<file path="src/rtl/chain_readout_pkg.sv">
// Shared definitions for the chain readout block.
// Contents:
//   state_t        - readout FSM states (IDLE, STREAM, DONE)
//   DEFAULT_N      - default number of chained registers
//   DEFAULT_WIDTH  - default bits per register
package chain_readout_pkg;

  typedef enum logic [1:0] {
    IDLE   = 2'd0,
    STREAM = 2'd1,
    DONE   = 2'd2
  } state_t;

  localparam int DEFAULT_N     = 5;
  localparam int DEFAULT_WIDTH = 8;

endpackage

</file>
<file path="src/rtl/chain_readout_counter_bank.sv">
// Bank of N free-running counters. Entry i resets to i+1 (truncated to WIDTH)
// and increments every non-reset cycle, wrapping modulo 2^WIDTH.
// Ports:
//   clock  - global clock
//   reset  - synchronous, active-high
//   values - all counters flattened; entry i is values[i*WIDTH +: WIDTH]
module counter_bank
  import chain_readout_pkg::*;
#(
  parameter int N     = DEFAULT_N,
  parameter int WIDTH = DEFAULT_WIDTH
) (
  input  logic               clock,
  input  logic               reset,
  output logic [N*WIDTH-1:0] values
);

  always_ff @(posedge clock) begin
    for (int unsigned i = 0; i < N; i++) begin
      if (reset)
        values[i*WIDTH +: WIDTH] <= WIDTH'(i + 1);
      else
        values[i*WIDTH +: WIDTH] <= values[i*WIDTH +: WIDTH] + WIDTH'(1);
    end
  end

endmodule

</file>
<file path="src/rtl/chain_readout.sv">
// Snapshot-and-stream readout of a counter bank. A start pulse in IDLE copies
// the whole bank into a snapshot, which is then streamed out entry 0 first,
// one entry per accepted valid/ready beat, followed by a one-cycle done pulse.
// Ports:
//   clock, reset - global clock, synchronous active-high reset
//   start        - request snapshot and readout (honoured only in IDLE)
//   busy         - high in STREAM and DONE
//   out_valid    - beat available
//   out_ready    - consumer accepts when out_valid && out_ready
//   out_data     - snapshot value of entry out_index
//   out_index    - entry number of current beat
//   out_last     - high with the beat for entry N-1
//   done         - one-cycle pulse after the last beat is accepted
module chain_readout
  import chain_readout_pkg::*;
#(
  parameter int N     = DEFAULT_N,
  parameter int WIDTH = DEFAULT_WIDTH
) (
  input  logic                 clock,
  input  logic                 reset,
  input  logic                 start,
  output logic                 busy,
  output logic                 out_valid,
  input  logic                 out_ready,
  output logic [WIDTH-1:0]     out_data,
  output logic [$clog2(N)-1:0] out_index,
  output logic                 out_last,
  output logic                 done
);

  localparam int IDXW = $clog2(N);
  localparam logic [IDXW-1:0] LAST_IDX = IDXW'(N - 1);

  logic [N*WIDTH-1:0] bank_values;
  logic [WIDTH-1:0]   snap [N];
  logic [IDXW-1:0]    idx;
  state_t             state, state_next;
  logic               accept;
  logic               at_last;

  counter_bank #(
    .N     (N),
    .WIDTH (WIDTH)
  ) u_bank (
    .clock  (clock),
    .reset  (reset),
    .values (bank_values)
  );

  assign accept  = (state == STREAM) && out_ready;
  assign at_last = (idx == LAST_IDX);

  // State register
  always_ff @(posedge clock) begin
    if (reset)
      state <= IDLE;
    else
      state <= state_next;
  end

  // Next-state logic
  always_comb begin
    state_next = state;
    unique case (state)
      IDLE:    if (start) state_next = STREAM;
      STREAM:  if (out_ready && at_last) state_next = DONE;
      DONE:    state_next = IDLE;
      default: state_next = IDLE;
    endcase
  end

  // Snapshot and beat index; the bank keeps counting, snap only loads in IDLE
  always_ff @(posedge clock) begin
    if (reset) begin
      idx <= '0;
      for (int unsigned i = 0; i < N; i++)
        snap[i] <= '0;
    end else if (state == IDLE && start) begin
      idx <= '0;
      for (int unsigned i = 0; i < N; i++)
        snap[i] <= bank_values[i*WIDTH +: WIDTH];
    end else if (accept && !at_last) begin
      idx <= idx + IDXW'(1);
    end
  end

  // Outputs decoded from state/idx/snap only; data fields read zero outside STREAM
  always_comb begin
    busy      = (state != IDLE);
    out_valid = 1'b0;
    out_data  = '0;
    out_index = '0;
    out_last  = 1'b0;
    done      = (state == DONE);
    if (state == STREAM) begin
      out_valid = 1'b1;
      out_data  = snap[idx];
      out_index = idx;
      out_last  = at_last;
    end
  end

endmodule

</file>
<file path="config.mk">
export PLATFORM = sky130hd
export DESIGN_NAME = chain_readout
export DESIGN_NICKNAME = d
export VERILOG_FILES = /design/src/rtl/chain_readout_pkg.sv /design/src/rtl/chain_readout_counter_bank.sv /design/src/rtl/chain_readout.sv
export SDC_FILE = /design/constraint.sdc
export NUM_CORES = 1
export LEC_CHECK = 0
export ABC_AREA = 1
export CORE_ASPECT_RATIO = 2
export CORE_MARGIN = 2
export CORE_UTILIZATION = 55
export CTS_CLUSTER_DIAMETER = 60
export DETAILED_ROUTE_END_ITERATION = 6
export PLACE_DENSITY = 0.78
export SLEW_MARGIN = 20
export SYNTH_ARGS = -nofsm -noshare
export SYNTH_HDL_FRONTEND = slang
export SYNTH_HIERARCHICAL = 1
export SYNTH_SLANG_ARGS = --single-unit
</file>
<file path="constraint.sdc">
create_clock -name clock -period 5.4 [get_ports clock]
set_input_delay 1.08 -clock clock [delete_from_list [all_inputs] [get_ports clock]]
set_output_delay 1.08 -clock clock [all_outputs]
set_load 0.05 [all_outputs]
</file>
==> summary.txt <==
Die
  • Die area: slightly above 8000 um^2
  • Starting density of the core: 0.5689
  • Core ar.: 7267 um^2
  • DIE WIDTH: roughly 65 um
  • Num ports: 19
  • Chip Height: 126.6 um
  • Num rows: between 40 and 50

Power and ir drop
  • Peak supply drop: 0.2094 mV
  • Overall power: 0.001535 W
  • PD cells: 332.0 nW/um^2
  • Pleak: 1.964 nW

Placement
  • Placer Congestion: 0.9214
  • Placed cell count: around 620
  • Buffers on Ports: 18
  • HPWL after DPL: 5731 um

Clocking
  • Clock buffer count from CTS: 9
  • Root Buffer: clkbuf_16
  • Clock Tree Buf Depth: 2
  • H-Tree Depth: 3
  • TritonCTS clock tree: yes
  • Clk Latency, worst-skew pair: ~0.34 ns
  • Clk sinks: 88
  • CTS resizes: 0
  • Reg clk slew, reported paths: 0.06 ns
  • Hold_buf cts: 0
  • Setup bufs post-CTS: 0

Setup path
  • CP Data Required Time: 4.32 ns
  • CP max stage delay: 0.81 ns
  • Reg-to-reg slack, setup: 3.83 ns
  • CP delay by family, top: buffers and inverters
  • CP arrival: 2.44 ns
  • Crit path capture type: output port
  • Worst-path fanout max: 17
  • FF-to-FF Start: state[0]$_SDFFE_PP0P_
  • CP bufs+invs: 3
  • R2R Path End: snap[4][0]$_SDFFCE_PN0P_
  • Crit start category: flip-flop
  • Crit path kind: flip-flop to output port
  • CP endpoint: out_data[5]
  • Crit path depth: 7
  • R2R depth: 4
  • Slowest-stage cell, CP: clkdlybuf4s50_1
  • Cells along the critical path: inv_4, nand2_1, nand3_1, nand3_1, nand2_1, inv_1, clkdlybuf4s50_1

Routing
  • Residual DRC count: 0
  • DRT iter0 DRCs: between 150 and 200
  • DR pass1 iterations: 4
  • Drt wl/cell: 12.24 um
  • Detailed-route wire length: 7806 um
  • Via-to-Cell Ratio: 4.799
  • Final ANT Viol Nets: 0
  • Via count: 3062

Synthesis
  • Ys flop type: dfxtp_1
  • Number of enable flip-flop cells after synthesis: 40
  • Count of unique library cells instantiated by Yosys: 26
  • Dominant cell type by area after synthesis: edfxtp_1
  • Flops & latches, synth: 88
  • Top area cells in the synthesized netlist: edfxtp_1, dfxtp_1, nor2_1
  • Syn nets: between 500 and 600
  • Seq/Total Area, Yosys: 0.5230
  • Fraction of registers with async set/reset: 0
  • Synthesized instance count: 524
  • Count leader, synth: nor2_1
  • Synth warn: 6
  • Cell area after synthesis: around 4100 um^2
  • Syn Area/Cell: a little under 8 um^2
  • Commonest cells in the netlist: nor2_1, inv_1, nand2_1
  • Share of Yosys cell area claimed by the top area cell type: 0.2906

Final layout
  • Area growth from synthesis to layout: 11.83%
  • Ant. Diodes: 0
  • Fraction of layout cells with a size suffix above 1: 0.07692
  • Final Instance Count excl. Fillers: ~640
  • Nets: 552
  • Filler Cell Count: 632

STA
  • Slew Viols, Final: 0
  • Max Clk Rate: around 280 MHz
  • Skew final: 0.004833 ns
  • Slew HR: 0.5246
  • RSZ-0062 raised after global routing: false
  • Setup TNS: 0 ns
  • # setup viols final: 0
  • Final hold violations: 0
  • Final Cycle Share: 0.6512
  • Final period demand of the worst path: 3.517 ns
  • Fin Hold WS: 0.4523 ns
  • Worst Tran Pin Value: 0.7109 ns

Global route
  • GR Overflow Total: 0
  • Largest net degree at the start of global routing: 47
  • Total GRT Usage: 0.2114
  • Vias in the first global route: 2998
  • Initial antenna violation count: 0
  • First-pass GRT wire length: 13260 um

Hold path
  • Worst hold path class: flip-flop to flip-flop

Status
  • Status: finished clean

Flow run
  • Max Cap Viol: 0
==> cell families after synthesis <==
family                   Yosys count  share of synthesized area
buffers and inverters            123                     0.1286
XOR/XNOR                           2                   0.004238
adder cells (fa/ha/maj)            7                    0.02119
flip-flops                        88                     0.5230
AND/OR/NAND/NOR                  273                     0.2833
AO/OA/AOI/OAI                     31                    0.03965
==> stage by stage <==
| stage | utilization | instance area (um^2) | setup slack (ns) |
|---|---|---|---|
| after detailed placement | 0.5956 | 4328 | 2.151 |
| after global placement | 0.5956 | 4328 | 2.218 |
| final | 0.6362 | 4623 | 1.883 |
| after global routing | 0.6362 | 4623 | 1.728 |
| after floorplan | - | 4134 | 2.674 |
| after CTS | 0.6362 | 4623 | 1.890 |
==> flip-flops by register name, summed over array words and instances, names as in the netlist, named ones only <==
signal and count:
snap 40, u_bank/values 40, state 2, idx 3
==> placed cells by master (no fill, tap or decap), types with 8 or more instances in the layout <==
master | netlist | final
nor2_1 | 109 | 109
inv_1 | 106 | 106
nand2_1 | 106 | 106
dfxtp_1 | 48 | 48
edfxtp_1 | 40 | 40
nand3_1 | 36 | 36
a21oi_1 | 21 | 21
clkdlybuf4s50_1 | 0 | 18
clkbuf_16 | 0 | 9
nor2_2 | 8 | 8
==> layout make-up <==
cell class,instances,area [um^2],area share
Sequential cell,88,2162,0.4677
Multi-Input combinational cell,313,1448,0.3131
Inverter,110,415.4,0.08985
Clock buffer,9,225.2,0.04871
Timing Repair Buffer,19,187.7,0.04060
Tap cell,92,115.1,0.02490
Clock inverter,7,70.07,0.01516
==> report_power, final <==
part | internal [W] | switching, W | leakage, nW
combinational | 0.0000503 | 0.000104 | 0.997
sequential | 0.000737 | 0.0000287 | 0.825
clock | 0.000358 | 0.000257 | 0.142
==> how the worst min path moves through the flow <==
stage                            startpoint                      endpoint  slack [ns]  cells past startpoint
6_report       u_bank/values[16]$_SDFF_PP1_  u_bank/values[16]$_SDFF_PP1_        0.45                      1
5_1_grt        u_bank/values[16]$_SDFF_PP1_  u_bank/values[16]$_SDFF_PP1_        0.48                      1
4_1_cts        u_bank/values[16]$_SDFF_PP1_  u_bank/values[16]$_SDFF_PP1_        0.46                      1
3_5_place_dp   u_bank/values[16]$_SDFF_PP1_  u_bank/values[16]$_SDFF_PP1_        0.44                      1
3_3_place_gp   u_bank/values[32]$_SDFF_PP1_  u_bank/values[32]$_SDFF_PP1_        0.43                      1
2_1_floorplan  u_bank/values[16]$_SDFF_PP1_  u_bank/values[16]$_SDFF_PP1_        0.41                      1
==> per-layer routing <==
layer  up-vias  track usage  wire length [um]
met4         0       0.1262               339
met3        23      0.03989               193
met2        61       0.3800              4217
met1      1356       0.2198              3055
met5         -            0                 0
li1       1622            -                 -
(Power assumes the default switching activity.)
